[src/rtl/midi_note_scheduler.sv]
// midi_note_scheduler
//   Buffers decoded MIDI events {type, delay, velocity} in a FIFO and releases
//   each one to the voice stage after its delay, counted in time-base ticks,
//   has elapsed. Events leave strictly in order. The delay of an event starts
//   counting when that event is popped from the FIFO head into the current
//   slot.
//
//   Optional build macro: SCHED_TICK_PRESCALE_EN
//     defined   : an internal prescaler produces one tick every TICK_DIV
//                 cycles and the tick port is ignored.
//     undefined : the tick port is the time base.
//
// Ports
//   Clock, Reset                   clock, asynchronous active-low reset
//   messageValid/Type, delay, veloc decoded event input (pushed when accepted)
//   tick                           single-cycle time-base strobe
//   clrOverflow                    clears the sticky overflow flag
//   inReady                        FIFO not full
//   outValid/outReady              release handshake to the voice stage
//   outType, outVeloc              released event payload
//   fifoCount                      occupied FIFO entries
//   busy                           scheduler FSM not idle
//   overflow                       sticky: an input event was dropped
module midi_note_scheduler #(
  parameter int DEPTH    = 8,
  parameter int TICK_DIV = 1000
) (
  input  logic                   Clock,
  input  logic                   Reset,
  input  logic                   messageValid,
  input  logic                   messageType,
  input  logic [9:0]             delay,
  input  logic [7:0]             veloc,
  input  logic                   tick,
  input  logic                   clrOverflow,
  output logic                   inReady,
  output logic                   outValid,
  input  logic                   outReady,
  output logic                   outType,
  output logic [7:0]             outVeloc,
  output logic [$clog2(DEPTH):0] fifoCount,
  output logic                   busy,
  output logic                   overflow
);

  localparam int PTR_W = $clog2(DEPTH);
  localparam int CNT_W = PTR_W + 1;
  localparam logic [CNT_W-1:0] FULL_COUNT = CNT_W'(DEPTH);

  typedef enum logic [1:0] {IDLE, WAIT, ISSUE} state_t;

  state_t           state;
  state_t           nextState;
  logic [18:0]      mem [DEPTH];
  logic [18:0]      headEntry;
  logic [PTR_W-1:0] wrPtr;
  logic [PTR_W-1:0] rdPtr;
  logic [CNT_W-1:0] count;
  logic [9:0]       cnt;
  logic             curType;
  logic [7:0]       curVeloc;
  logic             tickEff;
  logic             push;
  logic             pop;
  logic             drop;

`ifdef SCHED_TICK_PRESCALE_EN
  localparam int PRE_W = (TICK_DIV > 2) ? $clog2(TICK_DIV) : 1;
  localparam logic [PRE_W-1:0] PRE_LAST = PRE_W'(TICK_DIV - 1);

  logic [PRE_W-1:0] preCnt;

  // Free-running prescaler; the tick is the cycle holding the last count.
  always_ff @(posedge Clock or negedge Reset) begin
    if (!Reset) begin
      preCnt <= '0;
    end else if (preCnt == PRE_LAST) begin
      preCnt <= '0;
    end else begin
      preCnt <= preCnt + 1'b1;
    end
  end

  assign tickEff = (preCnt == PRE_LAST);
`else
  assign tickEff = tick;
`endif

  // A pop only happens from IDLE, so a full FIFO can still take an event in
  // the load cycle: the freed head slot is reused.
  assign pop       = (state == IDLE) && (count != '0);
  assign push      = messageValid && ((count != FULL_COUNT) || pop);
  assign drop      = messageValid && !push;
  assign headEntry = mem[rdPtr];
  assign inReady   = (count != FULL_COUNT);
  assign fifoCount = count;
  assign outType   = curType;
  assign outVeloc  = curVeloc;

  // FIFO storage carries no reset; only pointers and occupancy do.
  always_ff @(posedge Clock) begin
    if (push) begin
      mem[wrPtr] <= {messageType, delay, veloc};
    end
  end

  always_ff @(posedge Clock or negedge Reset) begin
    if (!Reset) begin
      wrPtr <= '0;
      rdPtr <= '0;
      count <= '0;
    end else begin
      if (push) wrPtr <= wrPtr + 1'b1;
      if (pop)  rdPtr <= rdPtr + 1'b1;
      count <= count + CNT_W'(push) - CNT_W'(pop);
    end
  end

  // Current event slot and delay counter. A tick seen with cnt already at 0
  // is ignored; the FSM leaves WAIT on that cycle.
  always_ff @(posedge Clock or negedge Reset) begin
    if (!Reset) begin
      curType  <= 1'b0;
      curVeloc <= '0;
      cnt      <= '0;
    end else if (pop) begin
      curType  <= headEntry[18];
      cnt      <= headEntry[17:8];
      curVeloc <= headEntry[7:0];
    end else if ((state == WAIT) && (cnt != '0) && tickEff) begin
      cnt <= cnt - 1'b1;
    end
  end

  // Sticky overflow; a drop in the same cycle as a clear wins.
  always_ff @(posedge Clock or negedge Reset) begin
    if (!Reset) begin
      overflow <= 1'b0;
    end else if (drop) begin
      overflow <= 1'b1;
    end else if (clrOverflow) begin
      overflow <= 1'b0;
    end
  end

  // FSM state register
  always_ff @(posedge Clock or negedge Reset) begin
    if (!Reset) begin
      state <= IDLE;
    end else begin
      state <= nextState;
    end
  end

  // FSM next-state logic
  always_comb begin
    nextState = state;
    unique case (state)
      IDLE:    if (count != '0) nextState = WAIT;
      WAIT:    if (cnt == '0)   nextState = ISSUE;
      ISSUE:   if (outReady)    nextState = IDLE;
      default:                  nextState = IDLE;
    endcase
  end

  // FSM outputs: pure state decode, no input feed-through.
  always_comb begin
    outValid = (state == ISSUE);
    busy     = (state != IDLE);
  end

endmodule

[config.mk]
export PLATFORM = sky130hd
export DESIGN_NAME = midi_note_scheduler
export DESIGN_NICKNAME = d
export VERILOG_FILES = /design/src/rtl/midi_note_scheduler.sv
export SDC_FILE = /design/constraint.sdc
export NUM_CORES = 1
export LEC_CHECK = 0
export CAP_MARGIN = 20
export CORE_UTILIZATION = 59
export DETAILED_ROUTE_END_ITERATION = 10
export GPL_ROUTABILITY_DRIVEN = 0
export PLACE_DENSITY = 0.79
export SLEW_MARGIN = 20
export SYNTH_ARGS = -nofsm -noshare
export SYNTH_HDL_FRONTEND = slang
export SYNTH_SLANG_ARGS = --single-unit
[constraint.sdc]
create_clock -name Clock -period 3.8 [get_ports Clock]
set_clock_uncertainty 0.15 [all_clocks]
set_input_delay 0.95 -clock Clock [delete_from_list [all_inputs] [get_ports Clock]]
set_output_delay 0.95 -clock Clock [all_outputs]
set_load 0.02 [all_outputs]
Yosys cells after proc, flatten, opt, wreduce, memory -nomap -nowiden
Memory sizes are Yosys's and may differ from the RTL's.
Index checks and enable logic that the tools add are counted.
Cells by class
  add/subtract/negate cells: 5
  magnitude comparators: 0
  mux-type cells: 10
  divide/modulo/power cells: 0
  bitwise operators: 0
  reduce and logical (&&, ||, !) cells: 15
  multipliers: 0
  shift-type cells: 0
  equal/unequal tests: 6
Operators with widths (count)
  $mux W10: 2
  $logic_not A10 Y1: 1
  $reduce_bool A10 Y1: 1
  $sub A10 B1 Y10 const B: 1
  $add A3 B1 Y3 const B: 2
  $mux W2: 3
  $ne A2 B1 Y1 const B: 3
  $pmux W2 S3: 1
  $reduce_bool A2 Y1: 3
  $logic_and A1 B1 Y1: 5
  $add A4 B1 Y4: 1
  $mux W1: 4
  $ne A4 B4 Y1 const B: 1
  $reduce_bool A4 Y1: 1
  $sub A4 B1 Y4: 1
  $reduce_and A3 Y1: 1
  $eq A2 B1 Y1 const B: 1
  $eq A2 B2 Y1 const B: 1
  $logic_not A2 Y1: 1
  $logic_not A1 Y1: 1
  $logic_or A1 B1 Y1: 1
Word-level totals
  memory bits (read-only): 0
  bits of input ports: 25
  register bits: 32
  latch bits: 0
  memories kept: 1
  bits in writable memories: 152
  output and inout port bits: 17
  logic and storage cells: 45
Memory list
  mem: depth 8, bits a word 19, rd ports 1, clocked after memory_dff 0, wr ports 1, RTL line 54  | logic [18:0] mem [DEPTH];

Logic depth before layout (Yosys ltp)
Gate-level depths: netlist (run 1).
  depth in word-level cells: 7
  depth in mapped cells: 10
  mapped depth without buffers: 9

Worst setup path after synthesis (run 1)
No wires, ideal clock.
  path kind: register -> register
  from: register count[2] (netlist: fifoCount[2])
  to: memory mem[0][0] (enable)
  library setup time: 444 ps
  path buffers: 0
  stages on the path, launching flop included: 6
  period minus slack after synthesis: 3606 ps
  setup slack: 194 ps
  data arrival time: 3012 ps
  required time: 3206 ps
  cell sequence: dfrtp_1 -> inv_1 -> ha_1 -> nand2_1 -> o21ai_2 -> nor4_1
Between the ends
  elaborated cells between the ends (all ways): 7
RTL lines
  start: declaration: RTL line 58  | logic [CNT_W-1:0] count;
  start signal: assignment: RTL line 115  | count <= count + CNT_W'(push) - CNT_W'(pop);
  $ne A4 B4 Y1
  net inReady: RTL line 36  | output logic inReady,
  $logic_or A1 B1 Y1: RTL line 92  | assign push = messageValid && ((count != FULL_COUNT) || pop);
  $logic_and A1 B1 Y1: RTL line 92
  $mux W1: RTL line 102  | if (push) begin
  $mux W1 (implied by the code): RTL line 103  | mem[wrPtr] <= {messageType, delay, veloc};
  end: declaration: RTL line 54
The timed path passes the listed nets, and every way through them passes these cells.

Worst setup path in the final report (run 1)
  from: register count[1] (netlist: fifoCount[1])
  to: output inReady
Between the ends
  word-level cells in the longest chain between the ends: 1
RTL lines
  $ne A4 B4 Y1: RTL line 95  | assign inReady = (count != FULL_COUNT);
  end: declaration: RTL line 36
No other way between the ends.

==> results of run 1 <==
worst reg2reg max path, cell delays in order (launching register included):
cell and delay, ns:
dfrtp_1 0.43, or2_1 0.30, a21oi_4 0.29, o211ai_1 0.27, nor3_2 0.19, buf_4 0.35
cell type report:
cell class                      count  area [µm²]  area share (%)
Tap cell                          168         210            2.41
Multi-Input combinational cell    180        1920            22.1
Timing Repair Buffer               60         548            6.29
Inverter                           10        37.5           0.431
Clock inverter                     12         160            1.84
Clock buffer                       20         467            5.36
Sequential cell                   184        5370            61.6
stage by stage:
| step | instance area, µm² | hold slack, ns | cells | setup slack, ns |
|---|---|---|---|---|
| floorplan | 7380 | 0.377 | 389 | 0.194 |
| detailed placement | 8090 | 0.330 | 602 | 0.936 |
| finish | 8710 | 0.335 | 634 | 0.681 |
| global placement | 8090 | 0.317 | 602 | 1.00 |
| global route | 8710 | 0.362 | 634 | 0.543 |
| CTS | 8720 | 0.352 | 634 | 0.664 |
logic make-up (layout without fill, tap and decap cells):
family                   count (synthesis)  count (layout)
flip-flops                             184             184
buffers and inverters                   25             102
multiplexers                            52              52
AO/OA/AOI/OAI                           45              45
XOR/XNOR                                 8               8
adder cells (fa/ha/maj)                 10              10
AND/OR/NAND/NOR                         65              65
per-layer routing:
layer  vias up  GRT usage [%]
li1       1679              -
met1      1900           32.5
met2       151           37.8
met3         8           4.94
met4         0           10.9
met5         -              0
worst min-delay path by stage:
| stage | cells after the start | end | from | slack [ns] |
|---|---|---|---|---|
| 3_3_place_gp | 2 | outVeloc[3] | outVeloc[3] | 0.32 |
| 2_1_floorplan | 1 | wrPtr[2] | wrPtr[2] | 0.38 |
| 3_5_place_dp | 2 | outVeloc[0] | outVeloc[0] | 0.33 |
| 5_1_grt | 1 | cnt[4] | Reset | 0.36 |
| 6_report | 1 | cnt[4] | Reset | 0.34 |
| 4_1_cts | 2 | outVeloc[6] | outVeloc[6] | 0.35 |
sequential cells by signal, summed over array words and instances (netlist names):
register,cells
state,2
outType,1
fifoCount,4
mem,152
overflow,1
wrPtr,3
rdPtr,3
outVeloc,8
cnt,10
layout by cell type (no fill, tap or decap), types with 10 or more instances in the layout:
cell	count
clkbuf_16	17
inv_1	10
edfxtp_1	152
clkdlybuf4s50_1	40
nand2_1	20
mux2i_1	13
buf_4	19
mux4_2	38
dfrtp_1	31
where the power goes:
group          switching (W)  internal (W)
clock               0.000736       0.00110
sequential          0.000287       0.00260
combinational       0.000991      0.000934
total                0.00201       0.00463
==> results.ini, run 1 <==
[critical_path]
endpoint=inReady
path_delay_family=buffers and inverters
critPathArrivalTime_ns=2.02
rrSetupSlack_ns=1.48
regToRegStartpoint=state[0]
cp.required_ns=2.70
cpPeakStageDelay_ns=0.59
path_buf_inv=1
worst_setup_path_start_kind=flip-flop
cp_max_fo=6
reg2reg_to=mem[4][7]
reg2reg_depth=5
path_cells=nor2_1 > nand2_1 > clkdlybuf4s50_1
cp.depth=3
crit_path_end_kind=output pin
critPathKind=flip-flop to output pin
crit_slowest_cell=clkdlybuf4s50_1
crit_path_start=fifoCount[1]

[yosys]
syn_area_mm2=0.00738
synth-edff-count=152
synth-seq-area-share_pct=72.7
syn_inst=389
synth-adder-area-share_pct=1.80
synth_top_family_by_area=multiplexers
synthMuxAreaShare_pct=13.5
synthSimpleGateAreaFrac_pct=5.19
synth_fp_nets=424
avgSynthCellArea_um2=19.0
synth_xor_area_share_pct=0.949
yosys-top-cells-count=edfxtp_1, mux4_2, dfrtp_1
post_synth_num_cell_types=54
yosys_warnings=0
ys.flop_type=edfxtp_1
synth_top_area_cell=edfxtp_1
synth_compound_area_share_pct=4.15
ys_async_sr_fraction_pct=17.4
synth.most_common_cell=edfxtp_1
synth_top_area_share_pct=61.9
ys_ff_latch=184
synth_area_leaders=edfxtp_1, mux4_2, dfrtp_1, mux2i_1, ha_1

[cts]
htree_levels=4
cts_tree=yes
hold_buffers=0
cts_buffer_depth=2
root_buffer=clkbuf_16
clock_latency_ns=0.43
clkSinkCount=184
cts_setup_buffers=0
path_clk_slew_ns=0.06
cts_made_buffers=17
cts_resized=0

[route]
wl_met1_um=5580
met3_length_um=1200
firstDrtPassIters=5
drtAntennaViolNets=0
wl_met2_um=6910
routed_via_density=5.90
routed.top_layer=met4
drcViolationCount=0
wl_per_cell_um=21.8
drt-total-wl_um=13800
dr.first_iter.drc_count=369
vias=3738

[grt]
grt_pass1_wl_um=21700
antenna_found_initial=0
first_global_vias=3930
track_usage_pct=23.9
gr-total-overflow=0
grt_max_degree=40

[floorplan]
initial_core_util_pct=60.9
dieHeight_um=114
io_pins=42
std_cell_rows=40
die_x_um=114
coreArea_mm2=0.0121
die_area_mm2=0.0130

[sta]
fin_crit_sh_pct=82.1
fmax_ghz=0.321
slew_viol_final=0
rsz0062_at_grt=false
worst_slew_pin_slew_ns=0.835
setup_viol=0
fin_crit_ns=3.12
hold_viol_final=0
slew_headroom_pct=44.3
setup_tns_ns=0

[status]
status=finished clean

[cells_and_area]
area_growth_syn_to_layout_pct=18.1
drive_above_1_share_pct=23.4
post-route-util_pct=71.9
nets=488
antenna_cells=0
fillers=737

[placed_design]
dpl.hpwl_um=8500
port-buffer-count=41

[hold_path]
hold_path.class=input port to asynchronous set/reset pin

[power]
p_per_area_mw_per_mm2=763
power_leakage_nw=3.00
p_total_w=0.00665
peakVddDrop_v=0.000548

[run]
maxCapViolations=0

(Power assumes the default switching activity.)
==> run 2, diff against run 1 <==
--- a/config.mk
+++ b/config.mk
@@ -6,10 +6,10 @@
 export NUM_CORES = 1
 export LEC_CHECK = 0
 export CAP_MARGIN = 20
-export CORE_UTILIZATION = 59
+export CORE_UTILIZATION = 53
 export DETAILED_ROUTE_END_ITERATION = 10
 export GPL_ROUTABILITY_DRIVEN = 0
-export PLACE_DENSITY = 0.79
+export PLACE_DENSITY = 0.75
 export SLEW_MARGIN = 20
 export SYNTH_ARGS = -nofsm -noshare
 export SYNTH_HDL_FRONTEND = slang
==> constraint.sdc (replaced) <==
create_clock -name Clock -period 2.6 [get_ports Clock]
set_clock_uncertainty 0.15 [all_clocks]
set_input_delay 0.65 -clock Clock [delete_from_list [all_inputs] [get_ports Clock]]
set_output_delay 0.65 -clock Clock [all_outputs]
set_load 0.02 [all_outputs]
==> run 2 against run 1 <==
Register-to-register slack lost 1.2 ns. Worst hold slack lost 0.17 ns. Total power grew 44%. Sequential cell count is the same. Die area grew 11%. Global-route usage shrank 2.5 points. Non-clock buffer count is the same.
==> results.ini, run 2 (synthesis gave the netlist of run 1 again) <==
[floorplan]
dieHeight_um=120
io_pins=42
coreArea_mm2=0.0134
die_x_um=120
initial_core_util_pct=55.1
std_cell_rows=42
die_area_mm2=0.0144

[sta]
setup_viol=0
slew_headroom_pct=45.6
setup_tns_ns=0
rsz0062_at_grt=false
slew_viol_final=0
fin_crit_sh_pct=97.1
fmax_ghz=0.396
fin_crit_ns=2.52
worst_slew_pin_slew_ns=0.815
hold_viol_final=0

[critical_path]
critPathKind=flip-flop to output pin
cp_max_fo=5
cp.required_ns=1.80
worst_setup_path_start_kind=flip-flop
path_cells=or2_1 > clkdlybuf4s50_1
critPathArrivalTime_ns=1.72
crit_path_end_kind=output pin
path_buf_inv=1
path_delay_family=buffers and inverters
crit_slowest_cell=clkdlybuf4s50_1
cpPeakStageDelay_ns=0.63
rrSetupSlack_ns=0.33

[cells_and_area]
largest_reg_flops=152
area_growth_syn_to_layout_pct=18.6
fin_cells=642
final_common_cell=edfxtp_1
design_area_mm2=0.00875
post-route-util_pct=65.3
top_register=mem
fillers=927
drive_above_1_share_pct=22.5
final_cell_mix=edfxtp_1, clkdlybuf4s50_1, mux4_2
antenna_cells=0
nets=488

[cts]
hold_buffers=0
path_clk_slew_ns=0.06
cts_buffer_depth=2
cts_tree=yes
root_buffer=clkbuf_16
clkSinkCount=184
cts_made_buffers=17
htree_levels=4
clock_latency_ns=0.43

[placed_design]
dpl.hpwl_um=8230
dpl_cell_area_mm2=0.00820
placed_cells=610
port-buffer-count=41

[power]
p_per_area_mw_per_mm2=1090
power_leakage_nw=2.99
p_total_w=0.00957
peakVddDrop_v=0.000511

[route]
dr.first_iter.drc_count=257
drcViolationCount=0
vias=3809
drt-total-wl_um=13700
wl_per_cell_um=21.4
firstDrtPassIters=4
drtAntennaViolNets=0
routed_via_density=5.93

[grt]
grt_pass1_wl_um=22000
track_usage_pct=21.4
antenna_found_initial=0
grt_max_degree=33
gr-total-overflow=0
first_global_vias=3920

[run]
maxCapViolations=0

[status]
status=finished clean

[hold_path]
hold_path.class=input port to asynchronous set/reset pin

[run 2: changes by cell type in the layout (fill, tap and decap cells not counted), moves of 2 or more]
cell	before	now
clkinv_4	2	0
clkinv_2	2	6
inv_6	4	0
buf_12	0	8
clkbuf_8	3	0
buf_4	19	11
clkbuf_1	0	3
clkinv_1	0	3
[run 2: worst paths after layout]
path,cells past startpoint,startpoint,endpoint
worst max-delay path,2,state[0],busy
worst min-delay path,1,Reset,cnt[9]
worst max register to register,5,state[0],mem[5][16]
worst min register to register,2,outType,outType
max in group asynchronous,1,Reset,rdPtr[0]
min in group Clock,2,outType,outType
[run 2: repair_timing]
action,in CTS,in global routing
buffers inserted,0,0
endpoints found under the hold margin,0,0
cloned,0,0
setup endpoints to repair,1,1
pin swaps,0,0
gates resized for setup,2,1
[run 2: report_power, final]
part           leakage [nW]  internal [W]  switching [W]
registers              1.76       0.00380       0.000447
clock network         0.270       0.00139        0.00101
logic                 0.964       0.00145        0.00146
[run 2: cell type report]
class | instances | area (µm²) | area share [%]
sequential | 184 | 5370 | 61.3
multi-input combinational | 180 | 1940 | 22.1
timing repair buffer | 60 | 647 | 7.39
clock buffer | 20 | 437 | 4.99
tap | 176 | 220 | 2.52
clock inverter | 12 | 109 | 1.24
inverter | 10 | 37.5 | 0.429
[run 2: metal layers]
layer / vias up / global-route usage [%] / part of all wire, %
met5: - / 0 / 0
met4: 0 / 9.53 / 1.8
met3: 20 / 4.09 / 4.3
met2: 102 / 33.1 / 50
met1: 2009 / 29.7 / 44
li1: 1678 / - / -
[run 2: through the flow]
stage / hold WS, ns / setup slack, ns
floorplan: 0.204 / -0.520
global placement: 0.323 / 0.160
detailed placement: 0.339 / 0.103
CTS: 0.176 / 0.0505
global route: 0.222 / 0.0151
finish: 0.165 / 0.0754
